`src/rtl/mem_access_unit_if.sv`:
```
// Request/response handshake and word-wide data-memory port
// shared by the execute stage, mem_access_unit and data memory.
interface mem_access_unit_if #(
    parameter int AW = 32
);
    logic          req_valid;
    logic          req_ready;
    logic          req_write;
    logic [1:0]    req_size;
    logic          req_signed;
    logic [AW-1:0] req_addr;
    logic [31:0]   req_wdata;
    logic          resp_valid;
    logic [31:0]   resp_rdata;
    logic          resp_err;
    logic [AW-3:0] mem_addr;
    logic [31:0]   mem_wdata;
    logic          mem_write;
    logic [31:0]   mem_rdata;

    modport slave (
        input  req_valid, req_write, req_size, req_signed,
        input  req_addr, req_wdata, mem_rdata,
        output req_ready, resp_valid, resp_rdata, resp_err,
        output mem_addr, mem_wdata, mem_write
    );

    modport master (
        output req_valid, req_write, req_size, req_signed,
        output req_addr, req_wdata, mem_rdata,
        input  req_ready, resp_valid, resp_rdata, resp_err,
        input  mem_addr, mem_wdata, mem_write
    );
endinterface

```
`src/rtl/mem_access_unit.sv`:
```
// Load/store initiator: byte/half/word accesses onto a word-only
// data memory, sub-word stores done as read-modify-write.
module mem_access_unit #(
    parameter int AW      = 32,
    parameter int MEM_LAT = 1
) (
    input  logic              clk,
    input  logic              rst,
    mem_access_unit_if.slave  bus
);
    typedef enum logic [1:0] {
        S_IDLE,
        S_READ,
        S_WRITE,
        S_RESP
    } state_t;

    localparam logic [2:0] LAT = 3'(MEM_LAT);

    state_t        r_state, w_state_nx;
    logic [2:0]    r_cnt, w_cnt_nx;
    logic          r_write, w_write_nx;
    logic [1:0]    r_size, w_size_nx;
    logic          r_signed, w_signed_nx;
    logic [1:0]    r_lo, w_lo_nx;
    logic [15:0]   r_wdata, w_wdata_nx;
    logic [AW-3:0] r_mem_addr, w_mem_addr_nx;
    logic [31:0]   r_mem_wdata, w_mem_wdata_nx;
    logic          r_mem_write, w_mem_write_nx;
    logic          r_resp_valid, w_resp_valid_nx;
    logic [31:0]   r_resp_rdata, w_resp_rdata_nx;
    logic          r_resp_err, w_resp_err_nx;
    logic          w_accept;
    logic          w_misal;

    function automatic logic [31:0] f_merge(
        input logic [31:0] word,
        input logic [1:0]  sz,
        input logic [1:0]  lo,
        input logic [15:0] d
    );
        logic [31:0] m;
        m = word;
        if (sz == 2'd0)
            m[{lo, 3'b000} +: 8] = d[7:0];
        else
            m[{lo[1], 4'b0000} +: 16] = d;
        return m;
    endfunction

    function automatic logic [31:0] f_extract(
        input logic [31:0] word,
        input logic [1:0]  sz,
        input logic [1:0]  lo,
        input logic        sg
    );
        logic [7:0]  b;
        logic [15:0] h;
        logic [31:0] r;
        b = word[{lo, 3'b000} +: 8];
        h = word[{lo[1], 4'b0000} +: 16];
        unique case (sz)
            2'd0:    r = {{24{sg & b[7]}}, b};
            2'd1:    r = {{16{sg & h[15]}}, h};
            default: r = word;
        endcase
        return r;
    endfunction

    assign w_accept = bus.req_valid && (r_state == S_IDLE);

    assign w_misal = (bus.req_size == 2'd3)
                  || (bus.req_size == 2'd1 && bus.req_addr[0])
                  || (bus.req_size == 2'd2 && bus.req_addr[1:0] != 2'd0);

    always_comb begin
        w_state_nx      = r_state;
        w_cnt_nx        = r_cnt;
        w_write_nx      = r_write;
        w_size_nx       = r_size;
        w_signed_nx     = r_signed;
        w_lo_nx         = r_lo;
        w_wdata_nx      = r_wdata;
        w_mem_addr_nx   = r_mem_addr;
        w_mem_wdata_nx  = r_mem_wdata;
        w_mem_write_nx  = 1'b0;
        w_resp_valid_nx = 1'b0;
        w_resp_rdata_nx = r_resp_rdata;
        w_resp_err_nx   = r_resp_err;
        unique case (r_state)
            S_IDLE: begin
                if (w_accept) begin
                    w_write_nx  = bus.req_write;
                    w_size_nx   = bus.req_size;
                    w_signed_nx = bus.req_signed;
                    w_lo_nx     = bus.req_addr[1:0];
                    w_wdata_nx  = bus.req_wdata[15:0];
                    if (w_misal) begin
                        w_state_nx      = S_RESP;
                        w_resp_valid_nx = 1'b1;
                        w_resp_rdata_nx = '0;
                        w_resp_err_nx   = 1'b1;
                    end else if (bus.req_write && bus.req_size == 2'd2) begin
                        w_state_nx     = S_WRITE;
                        w_mem_addr_nx  = bus.req_addr[AW-1:2];
                        w_mem_wdata_nx = bus.req_wdata;
                        w_mem_write_nx = 1'b1;
                    end else begin
                        w_state_nx    = S_READ;
                        w_mem_addr_nx = bus.req_addr[AW-1:2];
                        w_cnt_nx      = 3'd0;
                    end
                end
            end
            S_READ: begin
                // mem_rdata is sampled on the edge closing the last read cycle
                if (r_cnt == LAT) begin
                    if (r_write) begin
                        w_state_nx     = S_WRITE;
                        w_mem_write_nx = 1'b1;
                        w_mem_wdata_nx = f_merge(bus.mem_rdata, r_size,
                                                 r_lo, r_wdata);
                    end else begin
                        w_state_nx      = S_RESP;
                        w_resp_valid_nx = 1'b1;
                        w_resp_err_nx   = 1'b0;
                        w_resp_rdata_nx = f_extract(bus.mem_rdata, r_size,
                                                    r_lo, r_signed);
                    end
                end else begin
                    w_cnt_nx = r_cnt + 3'd1;
                end
            end
            S_WRITE: begin
                w_state_nx      = S_RESP;
                w_resp_valid_nx = 1'b1;
                w_resp_rdata_nx = '0;
                w_resp_err_nx   = 1'b0;
            end
            S_RESP: begin
                w_state_nx      = S_IDLE;
                w_resp_rdata_nx = '0;
                w_resp_err_nx   = 1'b0;
            end
        endcase
    end

    always_ff @(posedge clk) begin
        if (rst) begin
            r_state      <= S_IDLE;
            r_cnt        <= '0;
            r_write      <= 1'b0;
            r_size       <= '0;
            r_signed     <= 1'b0;
            r_lo         <= '0;
            r_wdata      <= '0;
            r_mem_addr   <= '0;
            r_mem_wdata  <= '0;
            r_mem_write  <= 1'b0;
            r_resp_valid <= 1'b0;
            r_resp_rdata <= '0;
            r_resp_err   <= 1'b0;
        end else begin
            r_state      <= w_state_nx;
            r_cnt        <= w_cnt_nx;
            r_write      <= w_write_nx;
            r_size       <= w_size_nx;
            r_signed     <= w_signed_nx;
            r_lo         <= w_lo_nx;
            r_wdata      <= w_wdata_nx;
            r_mem_addr   <= w_mem_addr_nx;
            r_mem_wdata  <= w_mem_wdata_nx;
            r_mem_write  <= w_mem_write_nx;
            r_resp_valid <= w_resp_valid_nx;
            r_resp_rdata <= w_resp_rdata_nx;
            r_resp_err   <= w_resp_err_nx;
        end
    end

    assign bus.req_ready  = (r_state == S_IDLE);
    assign bus.mem_addr   = r_mem_addr;
    assign bus.mem_wdata  = r_mem_wdata;
    assign bus.mem_write  = r_mem_write;
    assign bus.resp_valid = r_resp_valid;
    assign bus.resp_rdata = r_resp_rdata;
    assign bus.resp_err   = r_resp_err;
endmodule

```
`src/flat_wrapper.sv`:
```
// flat-port wrapper written by rule: the top's interface ports become plain ports
module mem_access_unit_flat 
#(
    parameter int AW      = 32,
    parameter int MEM_LAT = 1
)
  (clk, rst, bus_req_valid, bus_req_write, bus_req_size, bus_req_signed, bus_req_addr, bus_req_wdata, bus_mem_rdata, bus_req_ready, bus_resp_valid, bus_resp_rdata, bus_resp_err, bus_mem_addr, bus_mem_wdata, bus_mem_write);
  mem_access_unit_if #(.AW(AW)) bus_i ();
  input  logic clk;
  input  logic rst;
  input wire logic [$bits(bus_i.req_valid)-1:0] bus_req_valid;
  input wire logic [$bits(bus_i.req_write)-1:0] bus_req_write;
  input wire logic [$bits(bus_i.req_size)-1:0] bus_req_size;
  input wire logic [$bits(bus_i.req_signed)-1:0] bus_req_signed;
  input wire logic [$bits(bus_i.req_addr)-1:0] bus_req_addr;
  input wire logic [$bits(bus_i.req_wdata)-1:0] bus_req_wdata;
  input wire logic [$bits(bus_i.mem_rdata)-1:0] bus_mem_rdata;
  output wire logic [$bits(bus_i.req_ready)-1:0] bus_req_ready;
  output wire logic [$bits(bus_i.resp_valid)-1:0] bus_resp_valid;
  output wire logic [$bits(bus_i.resp_rdata)-1:0] bus_resp_rdata;
  output wire logic [$bits(bus_i.resp_err)-1:0] bus_resp_err;
  output wire logic [$bits(bus_i.mem_addr)-1:0] bus_mem_addr;
  output wire logic [$bits(bus_i.mem_wdata)-1:0] bus_mem_wdata;
  output wire logic [$bits(bus_i.mem_write)-1:0] bus_mem_write;
  assign bus_i.req_valid = bus_req_valid;
  assign bus_i.req_write = bus_req_write;
  assign bus_i.req_size = bus_req_size;
  assign bus_i.req_signed = bus_req_signed;
  assign bus_i.req_addr = bus_req_addr;
  assign bus_i.req_wdata = bus_req_wdata;
  assign bus_i.mem_rdata = bus_mem_rdata;
  assign bus_req_ready = bus_i.req_ready;
  assign bus_resp_valid = bus_i.resp_valid;
  assign bus_resp_rdata = bus_i.resp_rdata;
  assign bus_resp_err = bus_i.resp_err;
  assign bus_mem_addr = bus_i.mem_addr;
  assign bus_mem_wdata = bus_i.mem_wdata;
  assign bus_mem_write = bus_i.mem_write;
  mem_access_unit #(.AW(AW), .MEM_LAT(MEM_LAT)) u_core (.clk(clk), .rst(rst), .bus(bus_i));
endmodule
```
`config.mk`:
```
export PLATFORM = sky130hd
export DESIGN_NAME = mem_access_unit_flat
export DESIGN_NICKNAME = d
export VERILOG_FILES = /design/src/rtl/mem_access_unit_if.sv /design/src/rtl/mem_access_unit.sv /design/src/flat_wrapper.sv
export SDC_FILE = /design/constraint.sdc
export NUM_CORES = 1
export LEC_CHECK = 0
export ABC_CLOCK_PERIOD_IN_PS = 5040
export CAP_MARGIN = 20
export CORE_ASPECT_RATIO = 0.9
export CORE_MARGIN = 4
export CORE_UTILIZATION = 51
export CTS_CLUSTER_DIAMETER = 40
export DETAILED_ROUTE_END_ITERATION = 12
export PLACE_DENSITY = 0.87
export SYNTH_ARGS = -nofsm -noshare
export SYNTH_HDL_FRONTEND = slang
export SYNTH_SLANG_ARGS = --single-unit
```
`constraint.sdc`:
```
create_clock -name clk -period 5.04 [get_ports clk]
set_clock_uncertainty 0.05 [all_clocks]
set_input_delay 1.008 -clock clk [delete_from_list [all_inputs] [get_ports clk]]
set_output_delay 1.008 -clock clk [all_outputs]
set_load 0.005 [all_outputs]
```
[Word level (Yosys, flattened, before mapping)]
Index checks and enable logic that the tools add are counted.
Storage, ports and cells
  register bits after elaboration: 124
Operators by class
  muxes and demuxes: 42
  reductions and logical operators: 17
  bitwise operators: 3
  shift-type cells: 6
  equal/unequal tests: 17
  add/subtract/negate cells: 3
Operator list (count)
  two-way mux 32 bit: 10
  case mux 32 bit (2 select lines): 2
  case mux 32 bit (3 select lines): 1
  bitwise mux 32 bit: 2
  variable shift 16 x 7 -> 32 bit (first input constant): 1
  variable shift 8 x 7 -> 32 bit (first input constant): 1
  variable part select 16 x 7 -> 32 bit: 1
  variable part select 32 x 6 -> 16 bit: 1
  variable part select 32 x 6 -> 8 bit: 1
  variable part select 8 x 7 -> 32 bit: 1
  two-way mux 1 bit: 14
  negation 5 -> 7 bit: 2
  two-way mux 3 bit: 4
  != test 2 x 1 -> 1 bit (second input constant): 5
  == test 2 bit (second input constant): 4
  two-way mux 2 bit: 4
  != test 2 bit (second input constant): 4
  case mux 2 bit (4 select lines): 1
  == test 2 x 1 -> 1 bit (second input constant): 3
  case mux 1 bit (3 select lines): 2
  case mux 3 bit (2 select lines): 1
  AND reduction 6 bit: 1
  AND reduction 5 bit: 1
  logical AND 1 bit: 4
  12 further kinds: 17

[Longest topological paths before layout]
Gate-level depths: netlist (run 1).
  depth after elaboration: 7
  gate-level depth with buffers: 10

[Least setup slack after synthesis (run 1)]
Ideal clock, no wire load.
  kind: reg2reg
  start: reg u_core.r_lo[1]
  end: reg u_core.r_mem_wdata[14], in the netlist u_core.bus.mem_wdata[14]
  library setup time: 0.070 ns
  data arrival time: 2.266 ns
  data required time: 4.920 ns
  cell stages (with the launch flop): 11
  slack: 2.654 ns
  cell sequence: dfxtp_1 buf_2 buf_6 buf_6 inv_1 ha_1 nor3b_2 buf_2 a311oi_1 or3_1 a21oi_1
Between the ends
  word-level cells in the longest chain between the ends: 7
  elaborated cells on any way between the ends: 12
  classes of those cells: add/sub: 2; shift: 4; mux: 6
Ends and longest elaborated chain
  start, declared: RTL line mem_access_unit.sv:25  | logic [1:0] r_lo, w_lo_nx;
  start signal, assigned: RTL line mem_access_unit.sv:169  | r_lo <= w_lo_nx;
  negation 5 -> 7 bit, on equally long branches: RTL line mem_access_unit.sv:47, mem_access_unit.sv:45
  variable part select 16 x 7 -> 32 bit, or another cell as far along: RTL line mem_access_unit.sv:47  | m[{lo[1], 4'b0000} +: 16] = d;
  bitwise mux 32 bit, on equally long branches: RTL line mem_access_unit.sv:47, mem_access_unit.sv:45
  two-way mux 32 bit (*): RTL line mem_access_unit.sv:44  | if (sz == 2'd0)
  two-way mux 32 bit (*): RTL line mem_access_unit.sv:118  | if (r_write) begin
  two-way mux 32 bit (*): RTL line mem_access_unit.sv:117  | if (r_cnt == LAT) begin
  case mux 32 bit (2 select lines) (*): RTL line mem_access_unit.sv:90  | unique case (r_state)
  end signal, assigned: RTL line mem_access_unit.sv:172  | r_mem_wdata <= w_mem_wdata_nx;
  end, declared: RTL line mem_access_unit.sv:28  | logic [31:0] r_mem_wdata, w_mem_wdata_nx;
Mark *: on every way between the ends. The rest lies on a longest branch, timed or not. The select of a mux whose other input is x is not followed.
A chain may end at the register's enable or synchronous reset.

[Worst setup path after layout (run 1)]
  start: reg u_core.r_state[1]
  end: reg u_core.r_mem_wdata[21], in the netlist u_core.bus.mem_wdata[21]
Between the ends
  word-level cells in the longest chain between the ends: 4
  elaborated cells on any way between the ends: 11
  classes of those cells: eq/ne: 6; mux: 1; reduce/logical: 4
Ends and longest elaborated chain
  start, declared: RTL line mem_access_unit.sv:20  | state_t r_state, w_state_nx;
  start signal, assigned: RTL line mem_access_unit.sv:164  | r_state <= w_state_nx;
  logical NOT 2 bit: RTL line mem_access_unit.sv:70, mem_access_unit.sv:90
  logical AND 1 bit: RTL line mem_access_unit.sv:70  | assign w_accept = bus.req_valid && (r_state == S_IDLE);
  != test 2 x 1 -> 1 bit (no source line)
  AND reduction 6 bit (no source line)
Parallel ways exist; a longest one is shown, timed or not.

==> flow_summary.json, run 1 <==
{
  "max_slew.worst_pin.slew_ns": 1.068,
  "setup-violations-final": 0,
  "final_period_minus_worst_setup_slack_ns": 3.124,
  "count_of_flip_flops_with_a_built_in_enable_after_synthesis": 0,
  "starting_density_of_the_core_pct": 52.48,
  "place_congestion": 0.9609,
  "grtUsageMet3_pct": 11.24,
  "final_report_max_slew_violation_count": 0,
  "cts_htree_levels": 4,
  "hpwlAfterDp_um": 14920,
  "clk_latency_ns": 0.41,
  "sequential_fraction_of_the_synthesis_area_pct": 39.02,
  "area_growth_pct": 41.00,
  "syn_area_um2": 6362,
  "grt_first_pass_wirelength_um": 33330,
  "drt-pass1-iter-count": 6,
  "startpoint": "u_core.r_state[1]$_SDFFE_PP0P_",
  "r2r_start": "u_core.r_state[1]$_SDFFE_PP0P_",
  "grtUsageTotal_pct": 29.11,
  "die_height_um": 114.0,
  "peak_ir_drop_on_the_vdd_network_uv": 299.5,
  "met1_usage_pct": 36.04,
  "min_path_type": "register to register",
  "startpoint_type": "register",
  "postCtsSetupBuffers": 0,
  "final_hold_viol_count": 0,
  "post_synth_inst_count": 757,
  "timing.critical_path.fanout_max": 36,
  "die_width_um": 125.7,
  "fmax_mhz": 320.2,
  "synth_cell_type_count": 54,
  "final_cell_count_no_fill": 1104,
  "finalSetupTns_ns": 0,
  "dp_cells": 1070,
  "grt_antenna_before_repair": 0,
  "synthArstFlopShare_pct": 0,
  "max-clock-path-buffers": 2,
  "worst_hold_startpoint": "u_core.bus.mem_addr[25]$_SDFFE_PP0P_",
  "max_slew_margin_pct": 28.44,
  "worstPathArrival_ns": 3.33,
  "critical_path.endpoint_type": "register",
  "grt_setup_unrepaired": "no",
  "ys_dominant_reg_cell": "dfxtp_1",
  "clock_tree.root_cell": "clkbuf_16",
  "grt-busiest-layer": "met2",
  "routed_via_density": 6.035,
  "final_net_count": 1045,
  "met2_usage_pct": 44.44,
  "place.port_buffers": 200,
  "detail_route.iter0.violations": 861,
  "ioPinCount": 201,
  "routedWlPerCell_um": 19.47,
  "total_power_divided_by_cell_area_nw_per_um2": 475.7,
  "worstSetupPathType": "register to register",
  "max_cap_violations": 0,
  "place_worst_setup_slack_ns": 1.562,
  "clock_sink_count": 124,
  "route.antenna.remaining_nets": 0,
  "postRouteWirelength_um": 21490,
  "cts_resized": 0,
  "final_min_period_over_clock_period_pct": 61.97,
  "synth_area_per_cell_um2": 8.405,
  "final_critical_path_setup_slack_ns": 1.916,
  "postSynthNetCount": 872,
  "ys.warnings.count": 0,
  "drc": 0,
  "grt_pass1_vias": 6376,
  "synth-seq-cells": 124,
  "clk_pin_slew_ns": 0.06,
  "tritoncts": "done",
  "run_status": "complete, no violations",
  "cts_inserted_buffers": 17,
  "die_area_um2": 14330,
  "leakage_power_total_nw": 3.195,
  "grt_max_degree": 86,
  "number_of_inserted_filler_cells_in_the_final_layout": 880,
  "postCtsHoldBufs": 0,
  "drive_gt1_share_pct": 10.60,
  "worstPathRequired_ns": 5.24,
  "grt.overflow.total": 0,
  "core_area_um2": 12120,
  "vias": 6663,
  "std_cell_rows": 38
}
==> synthesized netlist by cell type, drive strengths merged (2+ instances only) <==
cell type | number | area (µm²)
nor4 | 2 | 18.77
mux2i | 5 | 50.05
o22ai | 34 | 212.7
a311oi | 16 | 140.1
a2bb2oi | 6 | 70.07
a221oi | 19 | 166.4
ha | 12 | 150.1
a21oi | 103 | 519.3
clkbuf | 34 | 127.6
nand2 | 154 | 578.1
and2 | 2 | 12.51
nor3 | 5 | 47.54
a22oi | 2 | 15.01
mux2 | 40 | 450.4
inv | 13 | 48.80
dfxtp | 124 | 2482
nor3b | 2 | 20.02
nor2 | 23 | 88.84
nor2b | 26 | 162.7
o21ai | 9 | 52.55
a222oi | 5 | 50.05
a22o | 25 | 219.0
or3 | 34 | 212.7
nand3 | 4 | 25.02
buf | 23 | 153.9
nand2b | 20 | 132.6
==> flip-flops by register name (all words and copies together), names as in the netlist <==
register and cells:
u_core.r_write 1, u_core.bus.mem_wdata 32, u_core.bus.resp_err 1, u_core.r_state 2, u_core.r_lo 2, u_core.r_size 2
u_core.bus.resp_valid 1, u_core.bus.mem_addr 30, u_core.bus.resp_rdata 32, u_core.r_wdata 16, u_core.r_cnt 3, u_core.r_signed 1
u_core.bus.mem_write 1
==> critical path: stages (launching register included) <==
cell and delay [ns]:
dfxtp_1 0.35, inv_1 0.12, ha_1 0.42, buf_4 0.46
nand2_1 0.70, a311oi_1 0.56, or3_1 0.20, a21oi_1 0.07
==> metal layers <==
layer  vias to the layer above  part of all wire (%)  wire (µm)
li1                       3088                     -          -
met1                      3031                    38       8256
met2                       464                    44       9369
met3                        80                    14       2953
met4                         0                   4.3        914
met5                         -                     0          0
==> per-stage QoR <==
stage                     util (%)  hold slack [ns]  power (mW)  instance area [µm²]
after detailed placement     68.98           0.3962       3.010                 8363
after global placement       68.98           0.3901       2.982                 8363
after floorplan                  -           0.3934       2.396                 6362
after CTS                    73.85           0.4023       4.234                 8954
after global routing         73.97           0.4118       4.492                 8969
final                        73.99           0.4000       4.267                 8971
==> cells in the final DEF, fill, tap and decap left out, types with 21 or more instances in the layout <==
master           Yosys  final
a21oi_1            102    102
a22o_1              25     25
clkdlybuf4s50_1      0    199
dfxtp_1            124    123
mux2_2              40     40
nand2_1            154    154
nor2_1              22     21
nor2b_1             26     26
o22ai_1             34     34
or3_1               34     34
==> worst paths after layout <==
path                                           endpoint  slack (ns)  cells after the start
setup / recovery  u_core.bus.mem_wdata[21]$_SDFFE_PP0P_        1.92                      7
hold / removal     u_core.bus.mem_addr[25]$_SDFFE_PP0P_        0.40                      2
setup reg to reg  u_core.bus.mem_wdata[21]$_SDFFE_PP0P_        1.92                      7
hold reg to reg    u_core.bus.mem_addr[25]$_SDFFE_PP0P_        0.40                      2
==> cell type report <==
| type | instances | area [µm²] | share of cell area, % |
|---|---|---|---|
| inverter | 13 | 48.80 | 0.5439 |
| clock buffer | 25 | 505.5 | 5.635 |
| multi-input combinational | 563 | 3556 | 39.64 |
| sequential | 124 | 2484 | 27.68 |
| antenna | 1 | 2.502 | 0.02789 |
| timing repair buffer | 211 | 2090 | 23.29 |
| tap | 160 | 200.2 | 2.232 |
| clock inverter | 7 | 85.08 | 0.9484 |
==> logic make-up (layout without fill, tap and decap cells) <==
| kind of cell | count (synthesis) | in the layout | synth area share (%) |
|---|---|---|---|
| AOI/OAI and AO/OA | 229 | 229 | 24.29 |
| other | 0 | 1 | 0 |
| DFF | 124 | 124 | 39.02 |
| xor gates and xnor gates | 1 | 1 | 0.1377 |
| muxes | 45 | 45 | 7.866 |
| buffers and inverters | 70 | 256 | 5.192 |
| and+or+nand+nor | 276 | 276 | 21.14 |
| adders and majority gates | 12 | 12 | 2.360 |
==> where the power goes <==
part	internal (mW)	switching [mW]	total (mW)
Combinational	0.800	0.951	1.75
Sequential	1.16	0.142	1.30
Clock	0.789	0.424	1.21
Total	2.75	1.52	4.27
Power figures use the tool's default switching activity.
==> run 2, diff against run 1 <==
- ABC_CLOCK_PERIOD_IN_PS: 5040 -> 2600
- CORE_UTILIZATION: 51 -> 42
- PLACE_DENSITY: 0.87 -> 0.76
- clock period: 5.04 -> 2.6 ns (I/O delays scaled with it)
==> run 2 against run 1 <==
  * Setup slack got worse by 1.8 ns
  * Register-to-register slack got worse by 1.7 ns
  * Via count fell by 1.5%
  * Critical endpoint is now bus_req_ready
  * Die area rose by 20%
  * First-iteration DRC count fell by 33%
  * Flip-flop and latch count did not move
  * Largest power group unchanged
  * Critical path type is now register to primary output
  * Hold slack got worse by 0.00079 ns
==> flow_summary.json, run 2 (synthesis results as in run 1) <==
{
  "core_area_um2": 14770,
  "final_cell_count_no_fill": 1161,
  "dp_cells": 1130,
  "grt_antenna_before_repair": 0,
  "grtUsageTotal_pct": 24.95,
  "startpoint_type": "register",
  "grt_first_pass_wirelength_um": 33670,
  "antennaDiodeCount": 0,
  "drc": 0,
  "postRouteWirelength_um": 22120,
  "vias": 6565,
  "worstPathRequired_ns": 2.03,
  "critical_path.endpoint_type": "primary output",
  "drt-pass1-iter-count": 7,
  "grt_max_degree": 81,
  "cts_inserted_buffers": 17,
  "max_cap_violations": 0,
  "final_min_period_over_clock_period_pct": 93.89,
  "cts_resized": 0,
  "min_path_type": "register to register",
  "routed_via_density": 5.655,
  "fmax_mhz": 409.6,
  "final_report_max_slew_violation_count": 0,
  "max_slew_margin_pct": 45.34,
  "timing.critical_path.fanout_max": 9,
  "route.antenna.remaining_nets": 0,
  "peak_ir_drop_on_the_vdd_network_uv": 637.3,
  "tritoncts": "done",
  "leakage_power_total_nw": 3.308,
  "drive_gt1_share_pct": 12.46,
  "clk_pin_slew_ns": 0.06,
  "postCtsHoldBufs": 0,
  "die_area_um2": 17180,
  "clock_sink_count": 124,
  "final_core_util_pct": 62.42,
  "routedWlPerCell_um": 19.05,
  "std_cell_rows": 42,
  "area_growth_pct": 44.88,
  "hpwlAfterDp_um": 15800,
  "cts_htree_levels": 4,
  "starting_density_of_the_core_pct": 43.09,
  "final_net_count": 1066,
  "final_hold_viol_count": 0,
  "max-clock-path-buffers": 2,
  "place.port_buffers": 200,
  "clk_latency_ns": 0.42,
  "postCtsSetupBuffers": 0,
  "total_power_divided_by_cell_area_nw_per_um2": 907.0,
  "setup-violations-final": 0,
  "die_height_um": 124.8,
  "detail_route.iter0.violations": 576,
  "most_common_cell_after_layout_fill_and_taps_aside": "clkdlybuf4s50_1",
  "layout.cells.most_common_list": "clkdlybuf4s50_1, nand2_1, dfxtp_1",
  "finalSetupTns_ns": 0,
  "grt_pass1_vias": 6294,
  "clock_tree.root_cell": "clkbuf_16",
  "ioPinCount": 201,
  "worstPathArrival_ns": 1.87,
  "place_congestion": 0.9128,
  "grt_setup_unrepaired": "no",
  "grt.overflow.total": 0,
  "max_slew.worst_pin.slew_ns": 0.8181,
  "final_period_minus_worst_setup_slack_ns": 2.441,
  "run_status": "complete, no violations",
  "die_width_um": 137.7,
  "holdWs_ns": 0.3992,
  "worstSetupPathType": "register to primary output"
}
[run 2: changes by cell type in the layout (fill, tap and decap cells not counted), sizes merged]
cell / delta
buf: +21
clkbuf: -1
clkinv: -1
clkinvlp: +1
diode: -1
[run 2: power breakdown]
group / switching (mW) / leakage [nW] / internal, mW
sequential: 0.272 / 1.01 / 2.25
clock: 0.831 / 0.286 / 1.50
combinational: 1.85 / 2.01 / 1.66
total: 2.95 / 3.31 / 5.41
[run 2: routing by layer]
layer	vias up	wire length [µm]	share of wire, %	track usage [%]
met5	-	0	0	0
met4	0	772	3.5	9.297
met3	52	2881	13	9.653
met2	376	9580	43	37.49
met1	3019	8885	40	32.26
li1	3118	-	-	-
[run 2: critical path, stage by stage (launching register included)]
cell and delay, ns:
dfxtp_1 0.33, inv_1 0.12, ha_1 0.42, clkdlybuf4s50_1 0.58
[run 2: layout make-up]
type / count / area (µm²)
multi-input combinational: 563 / 3556
clock inverter: 7 / 87.58
fill: 1260 / 5549
sequential: 124 / 2484
tap: 198 / 247.7
timing repair buffer: 232 / 2302
clock buffer: 24 / 491.7
inverter: 13 / 48.80
[run 2: worst paths after layout]
path	start	to	slack, ns	depth (start not counted)
setup reg to reg	u_core.r_state[1]$_SDFFE_PP0P_	u_core.bus.mem_wdata[28]$_SDFFE_PP0P_	0.20	8
setup / recovery	u_core.r_state[0]$_SDFFE_PP0P_	bus_req_ready	0.16	3
hold reg to reg	u_core.bus.mem_addr[13]$_SDFFE_PP0P_	u_core.bus.mem_addr[13]$_SDFFE_PP0P_	0.40	2
hold / removal	u_core.bus.mem_addr[13]$_SDFFE_PP0P_	u_core.bus.mem_addr[13]$_SDFFE_PP0P_	0.40	2
[run 2: per-stage QoR]
step	worst slack, ns	power (mW)	area (µm²)
floorplan	0.2137	4.645	6362
global placement	0.08285	5.977	8638
detailed placement	0.04983	6.017	8638
CTS	0.1566	8.361	9218
global route	0.05237	8.825	9218
finish	0.1587	8.360	9218
==> run 3, diff against run 2 <==
- CAP_MARGIN: 20 -> not set
- SLEW_MARGIN: not set -> 10
==> results of run 3 <==
Same layout as run 2: the final DEF is identical, and so are final timing and power.
